**config.mk**
```make
export PLATFORM = sky130hd
export DESIGN_NAME = pc_step_unit
export DESIGN_NICKNAME = d
export VERILOG_FILES = /design/src/rtl/pc_step_unit.sv
export SDC_FILE = /design/constraint.sdc
export NUM_CORES = 1
export LEC_CHECK = 0
export ABC_AREA = 0
export BUFFER_PORTS_ARGS = -buffer_cell sky130_fd_sc_hd__buf_4
export CAP_MARGIN = 0
export CORE_UTILIZATION = 50
export CTS_BUF_LIST = sky130_fd_sc_hd__clkbuf_8
export DETAILED_ROUTE_END_ITERATION = 8
export GPL_TIMING_DRIVEN = 1
export PLACE_DENSITY = 0.71
export SLEW_MARGIN = 20
export SYNTH_ARGS = -nofsm -noshare
export SYNTH_HDL_FRONTEND = slang
export SYNTH_SLANG_ARGS = --single-unit
```
**constraint.sdc**
```tcl
create_clock -name clk -period 4.8 [get_ports clk]
set_clock_uncertainty 0.05 [all_clocks]
set_input_delay 0.72 -clock clk [delete_from_list [all_inputs] [get_ports clk]]
set_output_delay 0.72 -clock clk [all_outputs]
set_load 0.02 [all_outputs]
```
**src/rtl/pc_step_unit.sv**
```systemverilog
// Fetch-stage program counter with a configurable sequential step, branch/call/return
// redirection, stall support and a small LIFO return-address stack.
module pc_step_unit #(
  parameter int unsigned      WIDTH     = 32,
  parameter int unsigned      STEP      = 4,
  parameter logic [WIDTH-1:0] RESET_PC  = {WIDTH{1'b0}},
  parameter int unsigned      RAS_DEPTH = 8
) (
  input  logic             clk,
  input  logic             rst,
  input  logic             stall,
  input  logic             branch_en,
  input  logic [WIDTH-1:0] branch_target,
  input  logic             call_en,
  input  logic             ret_en,
  output logic [WIDTH-1:0] pc,
  output logic [WIDTH-1:0] pc_seq,
  output logic             ras_empty,
  output logic             ras_full,
  output logic             ras_err
);

  localparam int unsigned      IW      = $clog2(RAS_DEPTH);
  localparam int unsigned      CW      = IW + 1;
  localparam logic [CW-1:0]    DEPTH_C = CW'(RAS_DEPTH);
  localparam logic [WIDTH-1:0] STEP_C  = WIDTH'(STEP);

  logic [WIDTH-1:0] pc_r;
  logic [CW-1:0]    count_r;
  logic             err_r;
  logic [WIDTH-1:0] stack_r [RAS_DEPTH];

  logic [WIDTH-1:0] pc_seq_s;
  logic [WIDTH-1:0] next_pc_s;
  logic [CW-1:0]    next_count_s;
  logic             next_err_s;
  logic             push_s;
  logic             empty_s;
  logic             full_s;
  logic [IW-1:0]    top_idx_s;
  logic [IW-1:0]    push_idx_s;

  // Wrap-around of the sequential PC is intentional and silent.
  assign pc_seq_s   = pc_r + STEP_C;
  assign empty_s    = (count_r == {CW{1'b0}});
  assign full_s     = (count_r == DEPTH_C);
  assign top_idx_s  = IW'(count_r - CW'(1));
  assign push_idx_s = count_r[IW-1:0];

  assign pc        = pc_r;
  assign pc_seq    = pc_seq_s;
  assign ras_empty = empty_s;
  assign ras_full  = full_s;
  assign ras_err   = err_r;

  // Next-state selection: stall > ret > call > branch > sequential, one RAS op per cycle.
  always_comb begin
    next_pc_s    = pc_seq_s;
    next_count_s = count_r;
    next_err_s   = err_r;
    push_s       = 1'b0;
    if (stall) begin
      next_pc_s = pc_r;
    end else if (ret_en) begin
      if (!empty_s) begin
        next_pc_s    = stack_r[top_idx_s];
        next_count_s = count_r - CW'(1);
      end else begin
        next_err_s = 1'b1;
      end
    end else if (call_en) begin
      next_pc_s = branch_target;
      if (!full_s) begin
        push_s       = 1'b1;
        next_count_s = count_r + CW'(1);
      end else begin
        next_err_s = 1'b1;
      end
    end else if (branch_en) begin
      next_pc_s = branch_target;
    end else begin
      next_pc_s = pc_seq_s;
    end
  end

  // Control state: PC, stack depth and sticky error.
  always_ff @(posedge clk) begin
    if (rst) begin
      pc_r    <= RESET_PC;
      count_r <= {CW{1'b0}};
      err_r   <= 1'b0;
    end else begin
      pc_r    <= next_pc_s;
      count_r <= next_count_s;
      err_r   <= next_err_s;
    end
  end

  // Stack storage; contents are don't-care after reset since count gates every read.
  always_ff @(posedge clk) begin
    if (push_s && !rst) begin
      stack_r[push_idx_s] <= pc_seq_s;
    end
  end

endmodule
```
==> impl_metrics.tcl <==
set metrics [dict create \
    drive_above_1_share_pct 29.4 \
    antenna_cells 0 \
    viasPerCell 6.07 \
    numPortBuffers 104 \
    min_path_type "in -> reg" \
    drc 0 \
    ys_top_cells_by_area "edfxtp_1 (61%), mux4_2 (11%), dfxtp_1 (5.9%)" \
    critical_path.endpoint_type "output port" \
    vias 7884 \
    synth_top_cell_by_area "edfxtp_1" \
    dpl.cell_count 1210 \
    worstPathMaxFanout 11 \
    yosysSeqAreaShare_pct 67.2 \
    status "completed" \
    drt_wl_total_um 30900 \
    drt-met1-wl_um 12300 \
    cts_buffer_depth 3 \
    fp-row-count 57 \
    final_util_pct 59.9 \
    ys_types 66 \
    async_reset_ff_share_pct 0 \
    clkSinkCount 293 \
    timing.rr.start "count_r[0]" \
    dieArea_mm2 0.0257 \
    rsz0062_at_grt "false" \
    syn_area_mm2 0.0126 \
    dp_hpwl_um 19800 \
    path_class "reg -> out" \
    wl_met3_um 2700 \
    antenna_left 0 \
    p_per_area_mw_per_mm2 405 \
    hold_end "pc[24]" \
    nFillCells 1866 \
    pre_cts_slack_ns 1.22 \
    setup_viol 0 \
    hold_start "branch_target[24]" \
    drt_iter0_drc 907 \
    cts_hold_buf 0 \
    grt.total_usage_pct 24.4 \
    timing.rr.end "stack_r[7][9]" \
    wl_per_cell_um 23.8 \
    cts_buffers 48 \
    die_w_um 160 \
    hold_viol 0 \
    synth_common_cells "edfxtp_1 (256), mux4_2 (63), nand2_1 (60), a21oi_1 (44), dfxtp_1 (37)" \
    ys_warn_count 0 \
    cts_max_level 2 \
    maxCapViolations 0 \
    grt_pass1_vias 7867 \
    reg2reg_slack_ns 1.28 \
    synth_edf_count 256 \
    gr-total-overflow 0 \
    clock_latency_ns 0.57 \
    synth_ff_type "edfxtp_1" \
    grt_first_pass_wirelength_um 46500 \
    grt_max_degree 66 \
    fin_cells 1298 \
    cts_setup_buffers 0 \
    ctsResizeCount 0 \
    antenna_found_initial 0 \
    slew_headroom_pct 33.1 \
    critPathLaunchType "flop" \
    top_layer_used "met4" \
    cts.clk_slew.worst_paths_ns 0.06 \
    firstDrtPassIters 5 \
    coreArea_mm2 0.0245 \
    worst_slack_ns 0.689 \
    cts_tree "built" \
    worstPathRequired_ns 4.03 \
    ys_ff_latch 293 \
    syn_nets 843 \
    syn_inst 802 \
    holdPathStages 4 \
    tns_ns 0 \
    initial_utilization_pct 51.3 \
    cts_root_buf "clkbuf_8" \
    met2WireLength_um 14900 \
    worstRegToRegCells 8 \
    ios 105 \
    period_share_pct 85.6 \
    vdd_drop_max_mv 0.230 \
    die_y_um 160 \
    areaGrowthSynthToFinish_pct 16.8 \
    power_leakage_nw 5.07 \
    max_freq_ghz 0.243 \
    post-synth-top-count-cell "edfxtp_1" \
    arrival_ns 3.34 \
    gp_congestion 0.854 \
    slew_violations 0 \
    syn-mean-instance-area_um2 15.6 \
    layout.nets 977 \
    worstMarginPinSlew_ns 1.00 \
    min_period_ns 4.11 \
    synth_top_area_share_pct 61.3 \
]
worst max path at each step:
stage	from	to	slack, ns	cells after the start
detailed placement	count_r[0]	stack_r[7][20]	1.22	8
finish	pc[7]	pc_seq[28]	0.69	6
global placement	count_r[0]	stack_r[7][21]	1.23	8
floorplan	count_r[0]	stack_r[1][0]	0.02	10
CTS	pc[7]	pc_seq[28]	0.70	6
global route	pc[7]	pc_seq[28]	0.58	6
cells in the final DEF (no fill, tap or decap), types with 6 or more instances in the layout:
cell type,count
a21oi_1,44
mux4_2,63
o21ai_0,27
buf_4,132
nor4_1,6
nand4_1,9
inv_1,43
clkbuf_8,52
nor2_1,30
and2_1,6
clkinv_1,8
a221oi_1,9
or3_1,9
nand2_1,60
nor2b_1,10
mux2i_1,17
a2111oi_0,7
xnor2_1,21
nor2_4,6
nand3_1,9
a311oi_1,8
dfxtp_1,36
nor3_1,20
a211oi_1,10
edfxtp_1,256
power breakdown:
| part | switching (mW) | total [mW] | internal (mW) |
|---|---|---|---|
| Combinational | 0.569 | 0.984 | 0.415 |
| Clock | 0.965 | 2.02 | 1.05 |
| Sequential | 0.0815 | 2.93 | 2.85 |
critical path, stage by stage (launching register included):
cell	delay, ns
dfxtp_1	0.49
nand4_1	0.54
or3_1	0.62
nor2_1	0.18
nand2_1	0.09
xnor2_1	0.59
buf_4	0.26
stage by stage:
| step | instance area [um^2] | hold slack [ns] | power [mW] |
|---|---|---|---|
| after floorplan | 12600 | 0.489 | 3.63 |
| after global placement | 13800 | 0.404 | 3.95 |
| after detailed placement | 13800 | 0.442 | 3.97 |
| after CTS | 14700 | 0.430 | 5.97 |
| after global routing | 14700 | 0.459 | 6.15 |
| final | 14700 | 0.449 | 5.93 |
registers in the layout, indices dropped and copies added, names as in the netlist:
register and flops:
stack_r 256, count_r 4, ras_err 1, pc 32
area by class of cell:
cell class / count / area (um^2) / area share (%)
flip-flops and latches: 293 / 8430 / 57.5
multi-input cells: 439 / 3850 / 26.3
repair buffers: 132 / 991 / 6.76
clock buffers: 52 / 716 / 4.88
well taps: 324 / 405 / 2.77
clock inverters: 36 / 178 / 1.21
inverters: 22 / 82.6 / 0.563
logic make-up after synthesis:
kind of cell               synth area share (%)
AOI/OAI and AO/OA                          7.16
xor gates and xnor gates                   1.79
adders and majority gates                 0.299
buffers and inverters                      2.68
DFF                                        67.2
muxes                                      12.8
and+or+nand+nor                            8.07
metal layers:
metal / global-route usage, % / vias up
li1: - / 3459
met1: 32.8 / 3947
met2: 38.7 / 388
met3: 4.98 / 90
met4: 10.6 / 0
met5: 0 / -
Power figures use the tool's default switching activity.
